===== config.mk =====
export PLATFORM = sky130hd
export DESIGN_NAME = sprite_path_ctrl
export DESIGN_NICKNAME = d
export VERILOG_FILES = /design/src/rtl/sprite_path_ctrl.sv
export SDC_FILE = /design/constraint.sdc
export NUM_CORES = 1
export LEC_CHECK = 0
export CORE_UTILIZATION = 55
export DETAILED_ROUTE_END_ITERATION = 6
export PLACE_DENSITY = 0.78
export RECOVER_POWER = 50
export SYNTH_ARGS = -nofsm -noshare
export SYNTH_HDL_FRONTEND = slang
export SYNTH_SLANG_ARGS = --single-unit

===== constraint.sdc =====
create_clock -name frame_clk -period 15.3 [get_ports frame_clk]
set_input_delay 1.53 -clock frame_clk [delete_from_list [all_inputs] [get_ports frame_clk]]
set_output_delay 1.53 -clock frame_clk [all_outputs]
set_load 0.01 [all_outputs]

===== src/rtl/sprite_path_ctrl.sv =====
// Per-frame sprite motion controller: manual WASD steering, an octagonal orbit on
// Space, return-to-centre on Esc, and screen-bound enforcement by respawn or clamp.
module sprite_path_ctrl #(
  parameter int W              = 10,
  parameter int X_CENTER       = 335,
  parameter int Y_CENTER       = 200,
  parameter int X_MIN          = 0,
  parameter int X_MAX          = 639,
  parameter int Y_MIN          = 0,
  parameter int Y_MAX          = 479,
  parameter int SIZE           = 8,
  parameter int MAN_STEP       = 1,
  parameter int ORB_STEP       = 3,
  parameter int SEG_FRAMES     = 10,
  parameter int LATCH          = 1,
  parameter int BOUND_MODE     = 0,
  parameter int RESPAWN_FRAMES = 30
) (
  input  logic         Reset,
  input  logic         frame_clk,
  input  logic [7:0]   keycode,
  output logic [W-1:0] BallX,
  output logic [W-1:0] BallY,
  output logic [W-1:0] BallS,
  output logic [1:0]   mode,
  output logic [2:0]   seg,
  output logic         respawn_active,
  output logic         bound_hit
);

  typedef enum logic [1:0] {IDLE = 2'd0, MANUAL = 2'd1, ORBIT = 2'd2, RESPAWN = 2'd3} state_t;
  typedef logic signed [W+1:0] sc_t;

  localparam sc_t SZ   = sc_t'(SIZE);
  localparam sc_t XMIN = sc_t'(X_MIN);
  localparam sc_t XMAX = sc_t'(X_MAX);
  localparam sc_t YMIN = sc_t'(Y_MIN);
  localparam sc_t YMAX = sc_t'(Y_MAX);
  localparam sc_t MS   = sc_t'(MAN_STEP);
  localparam sc_t OS   = sc_t'(ORB_STEP);

  state_t      state_reg, state_next;
  logic [W-1:0] x_reg, x_next, y_reg, y_next;
  logic [2:0]  seg_reg, seg_next;
  logic [7:0]  frame_reg, frame_next, hold_reg, hold_next;
  sc_t         mdx_reg, mdx_next, mdy_reg, mdy_next;
  logic        hit_reg, hit_next;

  logic key_wasd, key_space, key_esc;
  sc_t  kdx, kdy, odx, ody, dx, dy, nx, ny;
  logic viol;

  always_comb begin
    key_wasd  = 1'b0;
    key_space = 1'b0;
    key_esc   = 1'b0;
    kdx       = '0;
    kdy       = '0;
    case (keycode)
      8'h04: begin key_wasd = 1'b1; kdx = -MS; end
      8'h07: begin key_wasd = 1'b1; kdx = MS;  end
      8'h16: begin key_wasd = 1'b1; kdy = MS;  end
      8'h1A: begin key_wasd = 1'b1; kdy = -MS; end
      8'h2C: key_space = 1'b1;
      8'h29: key_esc   = 1'b1;
      default: ;
    endcase
  end

  // Orbit heading per segment; eight 45-degree legs close the loop.
  always_comb begin
    odx = '0;
    ody = '0;
    case (seg_reg)
      3'd0: odx = -OS;
      3'd1: begin odx = -OS; ody = OS;  end
      3'd2: ody = OS;
      3'd3: begin odx = OS;  ody = OS;  end
      3'd4: odx = OS;
      3'd5: begin odx = OS;  ody = -OS; end
      3'd6: ody = -OS;
      default: begin odx = -OS; ody = -OS; end
    endcase
  end

  always_comb begin
    dx = '0;
    dy = '0;
    case (state_reg)
      IDLE: begin
        if (key_esc) begin
        end else if (key_wasd) begin
          dx = kdx; dy = kdy;
        end else if (key_space) begin
          dx = -OS;
        end
      end
      MANUAL: begin
        if (key_esc) begin
        end else if (key_wasd) begin
          dx = kdx; dy = kdy;
        end else if (key_space) begin
          dx = -OS;
        end else if (LATCH != 0) begin
          dx = mdx_reg; dy = mdy_reg;
        end
      end
      ORBIT: begin
        if (key_esc) begin
        end else if (key_wasd) begin
          dx = kdx; dy = kdy;
        end else begin
          dx = odx; dy = ody;
        end
      end
      default: ;
    endcase
    nx   = $signed({2'b00, x_reg}) + dx;
    ny   = $signed({2'b00, y_reg}) + dy;
    viol = (state_reg != RESPAWN) &&
           ((nx - SZ) < XMIN || (nx + SZ) > XMAX || (ny - SZ) < YMIN || (ny + SZ) > YMAX);
  end

  always_comb begin
    state_next = state_reg;
    x_next     = x_reg;
    y_next     = y_reg;
    seg_next   = seg_reg;
    frame_next = frame_reg;
    hold_next  = hold_reg;
    mdx_next   = mdx_reg;
    mdy_next   = mdy_reg;
    hit_next   = 1'b0;
    if (state_reg == RESPAWN) begin
      if (hold_reg == 8'(RESPAWN_FRAMES - 1)) begin
        state_next = IDLE;
        hold_next  = '0;
      end else begin
        hold_next = hold_reg + 8'd1;
      end
    end else if (viol) begin
      hit_next = 1'b1;
      mdx_next = '0;
      mdy_next = '0;
      if (BOUND_MODE == 0) begin
        x_next     = W'(X_CENTER);
        y_next     = W'(Y_CENTER);
        state_next = RESPAWN;
        hold_next  = '0;
      end else if (state_reg == ORBIT) begin
        state_next = MANUAL;
      end
    end else if (key_esc) begin
      x_next     = W'(X_CENTER);
      y_next     = W'(Y_CENTER);
      mdx_next   = '0;
      mdy_next   = '0;
      state_next = IDLE;
    end else if (key_wasd) begin
      x_next     = nx[W-1:0];
      y_next     = ny[W-1:0];
      mdx_next   = kdx;
      mdy_next   = kdy;
      state_next = MANUAL;
    end else if (key_space && state_reg != ORBIT) begin
      x_next     = nx[W-1:0];
      y_next     = ny[W-1:0];
      mdx_next   = '0;
      mdy_next   = '0;
      state_next = ORBIT;
      // The entry edge already moved the sprite, so it counts as frame 0 of segment 0.
      if (SEG_FRAMES == 1) begin
        seg_next   = 3'd1;
        frame_next = '0;
      end else begin
        seg_next   = 3'd0;
        frame_next = 8'd1;
      end
    end else begin
      x_next = nx[W-1:0];
      y_next = ny[W-1:0];
      if (state_reg == ORBIT) begin
        if (frame_reg == 8'(SEG_FRAMES - 1)) begin
          frame_next = '0;
          seg_next   = seg_reg + 3'd1;
        end else begin
          frame_next = frame_reg + 8'd1;
        end
      end
    end
  end

  always_ff @(posedge frame_clk or posedge Reset) begin
    if (Reset) begin
      state_reg <= IDLE;
      x_reg     <= W'(X_CENTER);
      y_reg     <= W'(Y_CENTER);
      seg_reg   <= '0;
      frame_reg <= '0;
      hold_reg  <= '0;
      mdx_reg   <= '0;
      mdy_reg   <= '0;
      hit_reg   <= 1'b0;
    end else begin
      state_reg <= state_next;
      x_reg     <= x_next;
      y_reg     <= y_next;
      seg_reg   <= seg_next;
      frame_reg <= frame_next;
      hold_reg  <= hold_next;
      mdx_reg   <= mdx_next;
      mdy_reg   <= mdy_next;
      hit_reg   <= hit_next;
    end
  end

  assign BallX          = x_reg;
  assign BallY          = y_reg;
  assign BallS          = W'(SIZE);
  assign mode           = state_reg;
  assign seg            = seg_reg;
  assign respawn_active = (state_reg == RESPAWN);
  assign bound_hit      = hit_reg;

endmodule

==> parameters.txt, run 1 <==
Parameter                              Value

GRT
  Via count of the first global-routing pass ... 3506
  GRT Util Overall ... 0.266
  Largest net degree at the start of global routing ... 47
  Antenna violations before repair ... 0
  Global route total overflow ... 0
  Global-route wire length before repair ... 16.5 mm

Outcome
  Violated checks ... max-capacitance violations, max-slew violations
  Outcome ... complete, but fails checks

Logic synthesis
  Register bit total from synthesis ... 46
  Sequential-to-total area share from yosys stat ... 0.277
  Async set or reset register ratio after synthesis ... 1.00
  Gate count after technology mapping ... 480
  Share of Yosys cell area claimed by the top area cell type ... 0.221
  Post-synth EDFFs ... 0
  Most common library cells after synthesis ... 37 x dfrtp_1, 37 x ha_1, 34 x nor2_1
  Yosys warning count ... 0
  Summed instance area of the synthesized netlist ... 4200 um^2
  Leading cell types by total area after synthesis ... dfrtp_1 22%, ha_1 11%, dfstp_2 5.6%, a21oi_1 3.2%, nor2_1 3.0%
  Cell taking the most area after synthesis ... dfrtp_1
  Unique cell type count in the Yosys netlist ... 84
  Most used flip-flop cell after synthesis ... dfrtp_1
  Synthesized area divided by synthesized cell count ... 8.74 um^2

Routing
  Number of iterations in the first detailed-routing pass ... 5
  Via density per instance ... 6.31
  Detail Route Antenna Nets ... 0
  Average routed wire per standard cell ... 16.9 um
  Vias post-DR ... 3856
  Number of design-rule violations left by the first detailed-router iteration ... 258
  Total wire length after detailed routing ... 10.3 mm
  Drc violations ... 0

Die
  Die Y ... 89.4 um
  Horizontal extent of the die ... 89.4 um
  Total number of placement rows ... 31
  Initial Utilization ... 0.572
  IO Count ... 47
  Area of the die ... 7980 um^2
  CORE AREA ... 7330 um^2

Clocking
  CTS sink cnt ... 46
  Number of clock buffers inserted by TritonCTS ... 5
  TritonCTS clock tree ... built
  Clock tree buffer depth ... 2
  Setup fix buffers added after clock tree synthesis ... 0
  CTS root buf ... clkbuf_8
  Number of gates resized after CTS ... 0
  Post-CTS Hold Buffers ... 0
  Clock transition at the registers of the reported paths ... 0.09 ns
  Number of H-tree levels ... 2
  Clock insertion delay at the later pin of the skew report ... 0.31 ns

Timing
  Clock skew after layout ... 0.0100 ns
  Relative slew slack ... -0.190
  Number of hold-slack violations in the final timing report ... 0
  Measured slew at the worst slew-check pin ... 1.78 ns
  Minimum clock period after layout ... 7.17 ns
  Final number of max-transition violations ... 47
  Final critical-path share of the clock period ... 0.469
  Unrepaired setup endpoints after global routing ... no
  Final setup vio count ... 0
  Hold slack ... 0.464 ns
  Sum of negative setup slack ... 0 ns
  Highest clock frequency the design can meet ... 139 MHz

Pwr
  Max VDD drop ... 81.1 uV
  Cell Pwr Density ... 157 nW/um^2
  Leakage ... 2.08 nW

Final layout
  Number of nets at the end of the flow ... 560
  Signed area change from the synthesized netlist to the final layout ... 11.4%
  Count of filler cells inserted in the layout ... 644
  Antenna Diode Count ... 0
  Ratio of cells with drive above 1 in the final layout ... 0.0879

Worst setup path
  Crit path capture ... BallY[9]$_DFFE_PP0N_
  Worst path required time ... 15.51 ns
  Startpoint Class ... primary input
  Max Fanout on Critical Path ... 28
  Critical path type ... in -> reg
  Number of cell instances on the worst register-to-register path ... 19
  R2R Path End ... BallY[9]$_DFFE_PP0N_
  R2r setup slk ... 9.28 ns
  Critical Path Sink Type ... flop
  Launch point of the worst reg-to-reg path ... seg[0]$_DFFE_PP0P_
  Worst Path Arrival ... 7.38 ns
  Launch point of the worst path ... keycode[4]

Placed design
  Half-perimeter wire length of the detailed placement result ... 7.58 mm
  Gpl congestion ... 0.958
  Port Buffers ... 36

Job
  Number of maximum-capacitance violations ... 1

Worst hold path
  Min-Delay Path Class ... reg -> reg
-- layout make-up --
class,count,area (um^2),share of cell area
clock buffers,6,72.6,0.0155
well taps,99,124,0.0265
repair buffers,38,375,0.0803
flip-flops and latches,46,1160,0.249
multi-input cells,391,2820,0.603
clock inverters,2,13.8,0.00294
inverters,29,109,0.0233
-- worst min-delay path by stage --
stage | start | end | slack, ns | cells after the start
3_3_place_gp | frame_reg[4]$_DFFE_PP0P_ | frame_reg[4]$_DFFE_PP0P_ | 0.46 | 1
5_1_grt | frame_reg[4]$_DFFE_PP0P_ | frame_reg[4]$_DFFE_PP0P_ | 0.48 | 1
6_report | frame_reg[4]$_DFFE_PP0P_ | frame_reg[4]$_DFFE_PP0P_ | 0.46 | 1
3_5_place_dp | frame_reg[4]$_DFFE_PP0P_ | frame_reg[4]$_DFFE_PP0P_ | 0.46 | 1
4_1_cts | frame_reg[4]$_DFFE_PP0P_ | frame_reg[4]$_DFFE_PP0P_ | 0.47 | 1
2_1_floorplan | frame_reg[4]$_DFFE_PP0P_ | frame_reg[4]$_DFFE_PP0P_ | 0.43 | 1
-- placed cells by master, fill, tap and decap left out, types with 14 or more instances in the layout --
cell type        instances
a21oi_1                 27
clkdlybuf4s50_1         22
dfrtp_1                 37
dlygate4sd3_1           14
ha_1                    37
inv_1                   28
nand2_1                 29
nand3_1                 17
nor2_1                  34
o21ai_0                 20
-- kinds of logic (layout without fill, tap and decap cells) --
group / after synthesis / count (layout) / share of synthesized area
other: 2 / 10 / 0.00179
multiplexers: 7 / 7 / 0.0170
XOR/XNOR: 14 / 14 / 0.0292
AO/OA/AOI/OAI: 161 / 161 / 0.278
buffers and inverters: 51 / 75 / 0.0584
adder cells (fa/ha/maj): 39 / 39 / 0.120
AND/OR/NAND/NOR: 160 / 160 / 0.218
flip-flops: 46 / 46 / 0.277
-- per-layer routing --
| metal | global-route usage | part of all wire |
|---|---|---|
| met4 | 0.0765 | 0.011 |
| met3 | 0.0379 | 0.055 |
| met1 | 0.362 | 0.46 |
| met2 | 0.440 | 0.47 |
| met5 | 0 | 0 |
-- worst max-delay path, stage by stage --
cell	delay, ns
clkdlybuf4s50_1	0.51
nor3_2	0.42
nand4_1	0.34
a41oi_1	0.39
a211o_1	0.22
nand2_1	0.28
ha_1	0.48
a21oi_2	0.27
o22ai_1	0.12
nor3b_1	0.71
nand3b_1	0.20
or4_4	0.47
nand3_2	0.09
o211ai_2	0.12
nor4b_4	0.25
buf_4	0.34
nand3_2	0.34
o22ai_1	0.27
-- per-stage QoR --
stage	worst slack, ns	power, mW	area [um^2]	instances	util
2_1_floorplan	9.33	0.533	4230	488	-
3_3_place_gp	8.12	0.642	4590	603	0.626
3_5_place_dp	7.92	0.657	4590	603	0.626
4_1_cts	8.22	0.738	4680	611	0.638
5_1_grt	7.55	0.791	4680	611	0.638
6_report	8.13	0.734	4680	611	0.638
-- where the power goes --
group          internal, mW  switching (mW)
clock                0.0324          0.0456
combinational         0.185           0.269
sequential            0.164          0.0385
total                 0.381           0.353
No activity file was read; power rests on OpenSTA's default activity.
==> run 2, diff against run 1 <==
--- a/config.mk
+++ b/config.mk
@@ -5,7 +5,7 @@
 export SDC_FILE = /design/constraint.sdc
 export NUM_CORES = 1
 export LEC_CHECK = 0
-export CORE_UTILIZATION = 55
+export CORE_UTILIZATION = 52
 export DETAILED_ROUTE_END_ITERATION = 6
 export PLACE_DENSITY = 0.78
 export RECOVER_POWER = 50
==> constraint.sdc (replaced) <==
create_clock -name frame_clk -period 6.5 [get_ports frame_clk]
set_input_delay 0.65 -clock frame_clk [delete_from_list [all_inputs] [get_ports frame_clk]]
set_output_delay 0.65 -clock frame_clk [all_outputs]
set_load 0.01 [all_outputs]
==> parameters.txt, run 2 (synthesis gave the netlist of run 1 again) <==
Parameter                              Value

GRT
  Global route total overflow ... 0 (unchanged)
  Global-route wire length before repair ... 17.3 mm (+5.2%)
  Antenna violations before repair ... 0 (unchanged)
  Via count of the first global-routing pass ... 3683 (+5.0%)
  GRT Util Overall ... 0.255 (-0.0108)
  Largest net degree at the start of global routing ... 47 (unchanged)

Timing
  Sum of negative setup slack ... 0 ns (unchanged)
  Highest clock frequency the design can meet ... 169 MHz
  Relative slew slack ... -0.194 (-0.00459)
  Minimum clock period after layout ... 5.90 ns
  Clock skew after layout ... 0.00845 ns (-0.00158 ns)
  Final critical-path share of the clock period ... 0.908
  Final setup vio count ... 0 (unchanged)
  Final number of max-transition violations ... 47 (unchanged)
  Number of hold-slack violations in the final timing report ... 0 (unchanged)
  Measured slew at the worst slew-check pin ... 1.79 ns (+0.00688 ns)
  Unrepaired setup endpoints after global routing ... no

Final layout
  Most used cells in the layout excluding fill and tap cells ... 37 x dfrtp_1, 37 x ha_1, 34 x nor2_1
  Count of filler cells inserted in the layout ... 692 (+7.5%)
  Ratio of cells with drive above 1 in the final layout ... 0.101 (+0.0127)
  Number of nets at the end of the flow ... 565 (+0.89%)
  Antenna Diode Count ... 0 (unchanged)
  Signed area change from the synthesized netlist to the final layout ... 12.8%

Routing
  Via density per instance ... 6.34 (+0.53%)
  Number of design-rule violations left by the first detailed-router iteration ... 214 (-17%)
  Drc violations ... 0 (unchanged)
  Number of iterations in the first detailed-routing pass ... 5 (unchanged)
  Detail Route Antenna Nets ... 0 (unchanged)
  Vias post-DR ... 3927 (+1.8%)
  Average routed wire per standard cell ... 16.7 um (-1.1%)
  Total wire length after detailed routing ... 10.3 mm (+0.16%)

Clocking
  Clock tree buffer depth ... 2 (unchanged)
  Number of clock buffers inserted by TritonCTS ... 5 (unchanged)
  CTS sink cnt ... 46 (unchanged)
  Clock transition at the registers of the reported paths ... 0.09 ns (about the same)
  Post-CTS Hold Buffers ... 0 (unchanged)
  CTS root buf ... clkbuf_8
  TritonCTS clock tree ... built
  Number of H-tree levels ... 2 (unchanged)
  Clock insertion delay at the later pin of the skew report ... 0.32 ns (about the same)

Worst setup path
  Critical path type ... in -> reg
  Sequence of cells on the critical path ... clkdlybuf4s50_1, nor3_4, nand4_1, a41oi_1, a211o_1, nand2_1, ha_1, a21oi_1, nor3_1, or4b_4, nand3b_1, or4_4, nand3_2, o211ai_2, nor4b_4, buf_4, nand3_2, o31ai_1
  Worst Path Arrival ... 6.12 ns (-1.26 ns)
  Worst path required time ... 6.71 ns (-8.80 ns)
  WP buf/inv ... 2 (unchanged)
  Startpoint Class ... primary input
  Critical Path Max Stage Delay ... 0.57 ns (-0.14 ns)
  Top cell by count, worst path ... nand3_2
  Crit path max-delay family ... simple AND/OR/NAND/NOR gates
  Cell with the biggest individual delay on the critical path ... or4b_4
  Critical Path Sink Type ... flop
  Max Fanout on Critical Path ... 27 (-3.6%)

Pwr
  Net switching power ... 832 uW (+140%)
  Switching portion of total power ... 0.478 (-0.00315)
  Part of the power in registers ... 0.273 (-0.003)
  Max VDD drop ... 215 uV (+170%)
  Share of total power in combinational logic ... 0.619 (about the same)
  Leakage ... 2.12 nW (+1.8%)
  Internal power summed over all cells ... 910 uW (+140%)
  Cell Pwr Density ... 368 nW/um^2 (+130%)
  Overall power after layout ... 1.74 mW (+140%)
  Clock share of power ... 0.108 (+0.002)

Die
  IO Count ... 47 (unchanged)
  Area of the die ... 8430 um^2 (+5.6%)
  Die Y ... 91.8 um (+2.8%)
  Initial Utilization ... 0.540 (-0.0322)
  CORE AREA ... 7770 um^2 (+6.0%)
  Horizontal extent of the die ... 91.8 um (+2.8%)
  Total number of placement rows ... 32 (+3.2%)

Outcome
  Outcome ... complete, but fails checks
  Violated checks ... max-capacitance violations, max-slew violations

Job
  Number of maximum-capacitance violations ... 1 (unchanged)

Placed design
  Half-perimeter wire length of the detailed placement result ... 7.61 mm (+0.44%)
  Gpl congestion ... 0.890 (-7.1%)
  Port Buffers ... 36 (unchanged)

Worst hold path
  Min-Delay Path Class ... reg -> reg
run 2: final timing paths:
check	from	to	slack, ns	depth (start not counted)
worst min-delay path	frame_reg[4]$_DFFE_PP0P_	frame_reg[4]$_DFFE_PP0P_	0.46	1
min in group asynchronous	Reset	hold_reg[2]$_DFFE_PP0P_	1.33	2
worst min register to register	frame_reg[4]$_DFFE_PP0P_	frame_reg[4]$_DFFE_PP0P_	0.46	1
worst max register to register	seg[0]$_DFFE_PP0P_	frame_reg[6]$_DFFE_PP0P_	0.69	19
worst max-delay path	keycode[4]	frame_reg[6]$_DFFE_PP0P_	0.60	18
max in group asynchronous	Reset	seg[2]$_DFFE_PP0P_	4.13	2
run 2: final cells by class:
type	count	area, um^2	share of cell area
Clock buffer	5	68.8	0.0145
Timing Repair Buffer	43	415	0.0877
Tap cell	102	128	0.0270
Sequential cell	46	1160	0.246
Clock inverter	3	21.3	0.00449
Inverter	29	109	0.0230
Multi-Input combinational cell	391	2830	0.598
run 2: what timing repair did:
item | CTS | global route
buffers inserted | 0 | 0
setup endpoints to repair | 0 | 1
endpoints found under the hold margin | 0 | 0
gates resized for setup | 0 | 3
run 2: per-layer routing:
metal / global-route usage / part of all wire
met1: 0.336 / 0.45
met2: 0.417 / 0.46
met3: 0.0398 / 0.059
met4: 0.105 / 0.026
met5: 0 / 0
run 2: stage by stage:
| stage | instance area, um^2 | hold WS (ns) | utilization | std cells | setup WS [ns] |
|---|---|---|---|---|---|
| floorplan | 4230 | 0.431 | - | 488 | 1.41 |
| CTS | 4720 | 0.464 | 0.608 | 619 | 0.591 |
| finish | 4730 | 0.459 | 0.610 | 619 | 0.599 |
| detailed placement | 4630 | 0.449 | 0.596 | 611 | 0.269 |
| global placement | 4630 | 0.447 | 0.596 | 611 | 0.485 |
| global route | 4730 | 0.527 | 0.610 | 619 | 0.0475 |
run 2: worst reg2reg max path, stage by stage (launching register included):
cell and delay (ns):
dfrtp_1 0.43, inv_1 0.14, ha_1 0.24, o21bai_1 0.16, nor3b_1 0.38, nand3_1 0.16
a2111o_1 0.48, nand2_1 0.32, ha_1 0.38, a21oi_1 0.36, nor3_1 0.11, or4b_4 0.57
nand3b_1 0.20, or4_4 0.44, nand3_2 0.09, o211ai_2 0.12, nor4b_4 0.30, buf_4 0.35
nand3_2 0.18, o31ai_1 0.30
run 2: power groups by stage:
stage / Combinational, mW / Clock (mW) / Sequential (mW)
after global placement: 1.04 / 0 / 0.480
after detailed placement: 1.07 / 0 / 0.483
after CTS: 1.07 / 0.192 / 0.478
after global routing: 1.19 / 0.199 / 0.493
final: 1.08 / 0.189 / 0.476
after floorplan: 0.770 / 0 / 0.485
